$ cat src/rtl/memory_arbiter.sv
// Two-port arbiter (fetch I, load/store D) in front of a fixed-latency single-ported memory.
// Define MEM_ARB_RR_EN for round-robin arbitration; default is D priority with an I starvation override.
package memory_arbiter_pkg;
  typedef struct packed {
    logic        valid;
    logic [31:0] addr;
    logic [3:0]  do_read;
    logic [3:0]  do_write;
    logic [31:0] data;
  } memory_io_req;

  typedef struct packed {
    logic        valid;
    logic [31:0] data;
  } memory_io_rsp;

  localparam memory_io_req memory_io_no_req = '{valid: 1'b0, addr: 32'h0, do_read: 4'h0,
                                                do_write: 4'h0, data: 32'h0};
  localparam memory_io_rsp memory_io_no_rsp = '{valid: 1'b0, data: 32'h0};
endpackage

module memory_arbiter
  import memory_arbiter_pkg::*;
#(
  parameter int MEM_LATENCY  = 2,
  parameter int STARVE_LIMIT = 4,
  parameter int DROP_CYCLES  = MEM_LATENCY
) (
  input  logic         clk,
  input  logic         reset,
  input  memory_io_req i_req,
  output logic         i_ready,
  output memory_io_rsp i_rsp,
  input  memory_io_req d_req,
  output logic         d_ready,
  output memory_io_rsp d_rsp,
  output memory_io_req mem_req,
  input  memory_io_rsp mem_rsp,
  output logic         err_orphan
);

  localparam int DROP_W = (DROP_CYCLES > 0) ? $clog2(DROP_CYCLES + 1) : 1;

  logic [MEM_LATENCY-1:0] r_tag_v;
  logic [MEM_LATENCY-1:0] r_tag_own;   // 0 = I, 1 = D
  logic [3:0]             r_starve_cnt;
  logic [DROP_W-1:0]      r_drop_cnt;
  logic                   r_err_orphan;
`ifdef MEM_ARB_RR_EN
  logic                   r_rr_last;   // 0 = I, 1 = D
`endif

  logic w_i_act, w_d_act, w_grant_i, w_grant_d, w_issue;
  logic w_tail_v, w_tail_own, w_orphan;

  // Zero-mask requests still arbitrate so they reach memory and occupy a tag.
  assign w_i_act = i_req.valid;
  assign w_d_act = d_req.valid;

  always_comb begin
    w_grant_i = 1'b0;
    w_grant_d = 1'b0;
    if (!reset) begin
      if (w_i_act && w_d_act) begin
`ifdef MEM_ARB_RR_EN
        w_grant_i = r_rr_last;
        w_grant_d = !r_rr_last;
`else
        w_grant_i = (r_starve_cnt == 4'(STARVE_LIMIT));
        w_grant_d = !w_grant_i;
`endif
      end else begin
        w_grant_i = w_i_act;
        w_grant_d = w_d_act;
      end
    end
  end

  assign w_issue = w_grant_i || w_grant_d;
  assign i_ready = w_grant_i;
  assign d_ready = w_grant_d;
  assign mem_req = w_grant_i ? i_req : (w_grant_d ? d_req : memory_io_no_req);

  // Responses landing during reset belong to pre-reset requests and are never routed.
  assign w_tail_v   = r_tag_v[MEM_LATENCY-1] && !reset;
  assign w_tail_own = r_tag_own[MEM_LATENCY-1];
  assign i_rsp      = (w_tail_v && !w_tail_own) ? mem_rsp : memory_io_no_rsp;
  assign d_rsp      = (w_tail_v &&  w_tail_own) ? mem_rsp : memory_io_no_rsp;

  assign w_orphan   = mem_rsp.valid && !r_tag_v[MEM_LATENCY-1] && (r_drop_cnt == '0);
  assign err_orphan = r_err_orphan;

  always_ff @(posedge clk) begin
    if (reset) begin
      r_tag_v      <= '0;
      r_tag_own    <= '0;
      r_starve_cnt <= '0;
      r_drop_cnt   <= DROP_W'(DROP_CYCLES);
      r_err_orphan <= 1'b0;
`ifdef MEM_ARB_RR_EN
      r_rr_last    <= 1'b0;
`endif
    end else begin
      r_tag_v[0]   <= w_issue;
      r_tag_own[0] <= w_grant_d;
      for (int k = 1; k < MEM_LATENCY; k++) begin
        r_tag_v[k]   <= r_tag_v[k-1];
        r_tag_own[k] <= r_tag_own[k-1];
      end
      if (r_drop_cnt != '0) r_drop_cnt <= r_drop_cnt - DROP_W'(1);
      if (w_orphan) r_err_orphan <= 1'b1;
`ifdef MEM_ARB_RR_EN
      r_starve_cnt <= '0;
      if (w_issue) r_rr_last <= w_grant_d;
`else
      if (w_i_act && !w_grant_i) r_starve_cnt <= r_starve_cnt + 4'd1;
      else                       r_starve_cnt <= '0;
`endif
    end
  end

endmodule

$ cat config.mk
export PLATFORM = sky130hd
export DESIGN_NAME = memory_arbiter
export DESIGN_NICKNAME = d
export VERILOG_FILES = /design/src/rtl/memory_arbiter.sv
export SDC_FILE = /design/constraint.sdc
export NUM_CORES = 1
export LEC_CHECK = 0
export CAP_MARGIN = 20
export CORE_AREA = 2 2 126 128
export CTS_CLUSTER_DIAMETER = 150
export DETAILED_ROUTE_END_ITERATION = 12
export DIE_AREA = 0 0 128 130
export MAX_ROUTING_LAYER = met4
export PLACE_DENSITY_LB_ADDON = 0.08
export SYNTH_ARGS = -nofsm -noshare
export SYNTH_HDL_FRONTEND = slang
export SYNTH_SLANG_ARGS = --single-unit
$ cat constraint.sdc
create_clock -name clk -period 2.5 [get_ports clk]
set_input_delay 0.5 -clock clk [delete_from_list [all_inputs] [get_ports clk]]
set_output_delay 0.5 -clock clk [all_outputs]
set_load 0.005 [all_outputs]
After elaboration in Yosys (flattened, before gate mapping)

Index checks and enable logic that the tools add are counted.

Flip-flop bits (word level): 11
Latch bits: 0
Memory bits (writable): 0
Memory bits (read-only): 0
Memories kept: 0

$add $sub $neg: 2
$mul: 0
Div/mod/pow operators: 0
Magnitude comparators: 0
Eq/ne operators: 1
Shift operators: 0
Mux-type cells: 8
Bitwise logic cells: 1
Reduce and logical (&&, ||, !) cells: 16

Operators with widths:

| cell                  | number |
|---|---|
| $mux W73              | 2 |
| $mux W33              | 2 |
| $logic_and A1 B1 Y1   | 7 |
| $logic_not A1 Y1      | 5 |
| $add A4 B1 Y4 const B | 1 |
| $eq A4 B3 Y1 const B  | 1 |
| $mux W1               | 4 |
| $logic_not A2 Y1      | 1 |
| $reduce_bool A2 Y1    | 1 |
| $reduce_or A2 Y1      | 1 |
| $sub A2 B1 Y2 const B | 1 |
| $logic_or A1 B1 Y1    | 1 |
| $not A1 Y1            | 1 |

Depth between registers and ports, before layout

Gate-level depths: netlist of the first run.

Depth in word-level cells: 7
Mapped depth: 7
Gate-level depth less buffers: 5

Worst setup path after synthesis of the first run

OpenSTA, ideal clock, no wires.

Kind: input -> output
Start: input port reset
End: output port mem_req[10] (netlist bit)
Data arrival time: 1,526 ps
Required time: 2,000 ps
Path slack: 474 ps
Stages on the path: 6
Buffers on the path: 3
Cell sequence: buf_2 -> inv_1 -> o211a_1 -> buf_2 -> clkbuf_1 -> a22o_1

RTL lines:

| what        | line | RTL |
|---|---|---|
| from (decl) | 30   | `input logic reset,` |
| to (decl)   | 37   | `output memory_io_req mem_req,` |

==> results of run 1 <==
==> per-layer routing <==
metal	up-vias	part of all wire, %	GRT usage [%]
li1	1480	-	-
met1	1352	35	13.8
met2	205	55	27.8
met3	15	8.3	2.99
met4	0	2.4	3.62
met5	-	0	-
==> through the flow <==
| step | instances | hold slack (ns) | util [%] | setup TNS, ns | total power [mW] |
|---|---|---|---|---|---|
| finish | 760 | 0.439 | 35.4 | 0 | 1.21 |
| global route | 759 | 0.457 | 35.4 | -0.195 | 1.29 |
| CTS | 756 | 0.441 | 36.2 | -0.0879 | 1.24 |
| detailed placement | 731 | 0.429 | 34.6 | -43.34 | 0.955 |
| global placement | 731 | 0.424 | 34.6 | -41.93 | 0.954 |
| floorplan | 207 | 0.414 | - | 0 | 0.404 |
==> where the power goes <==
part / leakage, nW / switching (mW) / internal (mW)
Sequential: 0.0910 / 0.00931 / 0.198
Clock: 0.0382 / 0.0785 / 0.214
Combinational: 2.43 / 0.226 / 0.487
==> registers in the layout (all words and copies together) (netlist names) <==
register      cells
r_starve_cnt      4
r_drop_cnt        2
r_tag_own         2
r_tag_v           2
err_orphan        1
==> path summary, 6_finish.rpt <==
path / to / slack (ns) / cells after the start
setup / recovery: mem_req[6] / 0.08 / 9
hold / removal: r_tag_own[1]$_SDFF_PP0_ / 0.44 / 1
setup reg to reg: r_starve_cnt[0]$_SDFF_PP0_ / 1.37 / 6
hold reg to reg: r_tag_own[1]$_SDFF_PP0_ / 0.44 / 1
==> cells in the final DEF (no fill, tap or decap), types with 2 or more instances in the layout <==
cell,count
clkdlybuf4s50_1,237
and2_1,66
a22o_1,66
clkbuf_2,41
buf_4,33
buf_2,18
dlygate4sd2_1,13
dfxtp_1,10
nor2_1,9
dlymetal6s2s_1,9
buf_6,9
buf_12,8
a22o_2,6
clkbuf_16,5
inv_1,4
inv_2,4
buf_16,3
nor2b_1,2
xor2_1,2
ha_1,2
clkdlybuf4s15_1,2
buf_8,2
==> kinds of logic after synthesis <==
kind of cell | count (synthesis) | share of synthesized area (%)
compound gates | 76 | 41.4
xor+xnor | 3 | 1.59
fa+ha+maj | 3 | 2.27
buf+inv | 30 | 10.2
flops | 11 | 13.3
mux | 1 | 0.681
simple gates | 83 | 30.6
==> final cells by class <==
type                            instances  area share [%]
Sequential cell                        11            4.05
Multi-Input combinational cell        166            23.7
Antenna cell                            1          0.0458
Timing Repair Buffer                  378            65.8
Clock buffer                            4            1.44
Tap cell                              192            4.40
Inverter                                8           0.550
==> what timing repair did <==
action	4_1_cts	5_1_grt
gates cloned	3	2
pin swaps	6	4
endpoints found under the setup margin	140	128
hold endpoints to repair	0	0
resized for setup	146	109
setup buffers	18	2
==> results.yml, run 1 <==
cts:
  ctsRootBufferMaster: "clkbuf_16"
  clock_path_buffers: 2
  numCtsBuffers: 3
  clkLatencyLatePin_ns: 0.24
  clk_pin_slew_worst_paths_ns: 0.04
  cts_sinks: 11
  cts_hold_buf: 0
  htreeDepth: 1
  cts_tree: "done"
die:
  dieArea_um2: 16600
  dieWidth_um: 128
  io_pins: 323
  die_h_um: 130
  core-area_um2: 15400
  start_util_pct: 10.7
  rows: 46
critical_path:
  critPathKind: "flop to output pin"
  crit_family: "buffers and inverters"
  critPathMaxFanout: 5
  required_ns: 2.00
  cp.arrival_ns: 1.92
  path_cells: "inv_2 -> ha_4 -> nand3b_4 -> a211oi_4 -> buf_6 -> buf_6 -> buf_4 -> a22o_1 -> clkdlybuf4s15_1"
  critPathCaptureType: "output pin"
  startpoint: "r_starve_cnt[1]$_SDFF_PP0_"
  cp_slowest_stage_delay_ns: 0.31
  r2r-start: "r_starve_cnt[0]$_SDFF_PP0_"
  crit_path_frequent_cell: "buf_6"
  start_kind: "flop"
  cpMaxStageDelayCell: "dfxtp_2"
  path_buf_inv: 5
global_routing:
  grt_use_total_pct: 14.0
  grt_first_pass_wirelength_um: 17000
  grt_antenna_before_repair: 0
  grt_overflow: 0
  grt_max_degree: 34
  first_global_vias: 3036
final_layout:
  drive_above_1_share_pct: 24.3
  n_fill_cell: 1645
  nNetsFinal: 752
  register_area_um2: 221
  final_area_um2: 5460
  area_growth_pct: 230
  multiInputGateArea_um2: 1290
logic_synthesis:
  synth_top_area_share_pct: 34.9
  synth_cell_type_count: 23
  synthFlopType: "dfxtp_1"
  yosysSeqAreaShare_pct: 13.3
  synth_edf_count: 0
  ys_ff_latch: 11
  netlist_area_um2: 1650
  synth_area_leaders: "a22o_1 (35%), and2_1 (25%), dfxtp_1 (13%)"
  ys_warn_count: 0
  synthArstFlopShare_pct: 0
  synthCells: 207
  synth_common_cells: "a22o_1 (66), and2_1 (66), clkbuf_1 (12)"
  synth_top_area_cell: "a22o_1"
  syn-num-nets: 391
  synth.avg_cell_area_um2: 7.99
place:
  gp_congestion: 0.780
  port_buffers: 322
  detailed_place_hpwl_um: 10500
  place_area_um2: 5340
  dpl_worst_slack_ns: -0.380
sta:
  period_needed_ns: 2.42
  hold_viol: 0
  finalCritPeriodShare_pct: 96.9
  drv_slew: 0
  tightest_slew_ns: 0.234
  clock-skew-final_ns: 0.00393
  rsz0062_at_grt: "true"
  fmax_ghz: 0.413
  timing.final.ws_setup_ns: 0.0765
  relSlewSlack_pct: 84.3
  setup_viol_count_final: 0
worst_hold_path:
  hp-class: "flop to flop"
  min-delay-start: "r_tag_own[0]$_SDFF_PP0_"
detailed_routing:
  wl_per_cell_um: 17.0
  drt_wl_total_um: 12900
  num_vias: 3052
  drtIter0Drc: 63
  viasPerCell: 4.02
  drt_pass1_iterations: 4
  ant_nets: 0
  post-route-drc-count: 0
power_and_ir_drop:
  vdd_drop_max_v: 0.000179
  power_leakage_nw: 2.56
  p_per_area_nw_per_um2: 222
job:
  maxCapViolations: 0
outcome:
  status: "finished, final reports clean"
Note: power is estimated with default switching activity, not from simulation.
==> run 2, diff against run 1 <==
--- a/config.mk
+++ b/config.mk
@@ -10,7 +10,6 @@
 export CTS_CLUSTER_DIAMETER = 150
 export DETAILED_ROUTE_END_ITERATION = 12
 export DIE_AREA = 0 0 128 130
-export MAX_ROUTING_LAYER = met4
 export PLACE_DENSITY_LB_ADDON = 0.08
 export SYNTH_ARGS = -nofsm -noshare
 export SYNTH_HDL_FRONTEND = slang
==> run 2 against run 1 <==
  * Total power hardly changed
  * Core utilization grew 0.11 points
  * Hold slack unchanged
  * Clock skew unchanged
  * Worst setup slack got worse by 0.0019 ns
  * Cell count unchanged
  * Clock-buffer cell count stayed put
==> results.yml, run 2 (synthesis results as in run 1) <==
outcome:
  status: "finished, final reports clean"
critical_path:
  ff2ff_setup_slack_ns: 1.37
  regToRegEndpoint: "r_starve_cnt[0]$_SDFF_PP0_"
  critPathKind: "flop to output pin"
  critPathCaptureType: "output pin"
  worstRegToRegCells: 6
  critPathMaxFanout: 18
  start_kind: "flop"
  cp.arrival_ns: 1.93
  r2r-start: "r_starve_cnt[0]$_SDFF_PP0_"
  required_ns: 2.00
worst_hold_path:
  min-delay-start: "r_tag_own[0]$_SDFF_PP0_"
  holdPathStages: 1
  hp-class: "flop to flop"
  min_to: "r_tag_own[1]$_SDFF_PP0_"
cts:
  clk_pin_slew_worst_paths_ns: 0.04
  cts_hold_buf: 0
  numCtsBuffers: 3
  ctsRootBufferMaster: "clkbuf_16"
  clkLatencyLatePin_ns: 0.24
  cts_sinks: 11
  clock_path_buffers: 2
  cts_tree: "done"
  htreeDepth: 1
job:
  maxCapViolations: 0
detailed_routing:
  drt_pass1_iterations: 4
  drtIter0Drc: 43
  post-route-drc-count: 0
  ant_nets: 0
  drt_wl_total_um: 13000
  wl_per_cell_um: 17.1
  num_vias: 3035
  viasPerCell: 3.99
power_and_ir_drop:
  p_per_area_nw_per_um2: 221
  power_leakage_nw: 2.57
  vdd_drop_max_v: 0.000179
  fin_total_pwr_mw: 1.21
sta:
  tightest_slew_ns: 0.234
  timing.final.ws_setup_ns: 0.0746
  setup_viol_count_final: 0
  hold_viol: 0
  drv_slew: 0
  clock-skew-final_ns: 0.00393
  whs_ns: 0.439
  fmax_ghz: 0.412
  period_needed_ns: 2.43
  finalCritPeriodShare_pct: 97.0
  rsz0062_at_grt: "true"
  relSlewSlack_pct: 84.3
place:
  dpl_worst_slack_ns: -0.380
  gp_congestion: 0.769
  detailed_place_hpwl_um: 10500
  port_buffers: 322
die:
  dieArea_um2: 16600
  die_h_um: 130
  start_util_pct: 10.7
  io_pins: 323
  core-area_um2: 15400
  dieWidth_um: 128
  rows: 46
global_routing:
  grt_first_pass_wirelength_um: 17000
  grt_overflow: 0
  grt_antenna_before_repair: 0
  grt_use_total_pct: 13.6
  first_global_vias: 3018
  grt_max_degree: 34
final_layout:
  final_common_cell: "clkdlybuf4s50_1"
  top_register: "r_starve_cnt"
  n_antenna_cell: 0
  final_cell_mix: "clkdlybuf4s50_1 (237), and2_1 (66), a22o_1 (66)"
  nNetsFinal: 753
  area_growth_pct: 231
  largest_reg_flops: 4
  drive_above_1_share_pct: 24.6
[run 2: cell types whose count changed in the layout (fill, tap and decap cells not counted), sizes merged]
cell / previous run / this run
clkbuf: 47 / 49
clkdlybuf4s15: 3 / 2
diode: 1 / 0
[run 2: through the flow]
stage	utilization, %	instance area (um2)	setup TNS [ns]	cells
finish	35.5	5480	0	760
detailed placement	34.6	5340	-43.34	731
CTS	36.2	5590	-0.0879	756
floorplan	-	1650	0	207
global route	35.5	5480	-0.179	760
global placement	34.6	5340	-41.93	731
[run 2: worst max-delay path: stages, from the launching register on]
cell and delay, ns:
dfxtp_1 0.34, inv_2 0.05, ha_4 0.15, nand3b_4 0.09, o211a_2 0.20, buf_12 0.15, buf_12 0.15, clkdlybuf4s50_1 0.54
[run 2: area by class of cell]
type / count / area, um2
fillers: 1644 / 9940
repair buffers: 379 / 3620
clock buffers: 4 / 78.8
inverters: 8 / 30.0
multi-input cells: 166 / 1290
flip-flops and latches: 11 / 221
well taps: 192 / 240
[run 2: report_power, final]
part,switching (mW),internal [mW]
Clock,0.0785,0.214
Combinational,0.225,0.487
Sequential,0.00931,0.198
[run 2: worst max-delay path by stage]
stage                     slack [ns]                  startpoint  cells after the start     endpoint
final                           0.07  r_starve_cnt[0]$_SDFF_PP0_                      7      d_ready
after global routing           -0.03  r_starve_cnt[1]$_SDFF_PP0_                      9  mem_req[65]
after CTS                      -0.05  r_starve_cnt[1]$_SDFF_PP0_                     10   mem_req[0]
after detailed placement       -0.38                   d_req[72]                      6  mem_req[62]
after global placement         -0.38                   i_req[72]                      7  mem_req[53]
after floorplan                 0.47                       reset                      6  mem_req[10]
[run 2: what timing repair did]
item | in CTS | in global routing
buffers inserted | 18 | 2
pin swaps | 6 | 4
endpoints found under the hold margin | 0 | 0
resized for setup | 146 | 110
endpoints found under the setup margin | 140 | 128
cloned | 3 | 3
[run 2: routing by layer]
layer	wire length, um	global-route usage [%]	vias up
met4	228	3.17	0
li1	-	-	1481
met3	1190	3.85	11
met5	0	0	-
met2	7200	28.1	201
met1	4370	13.3	1342
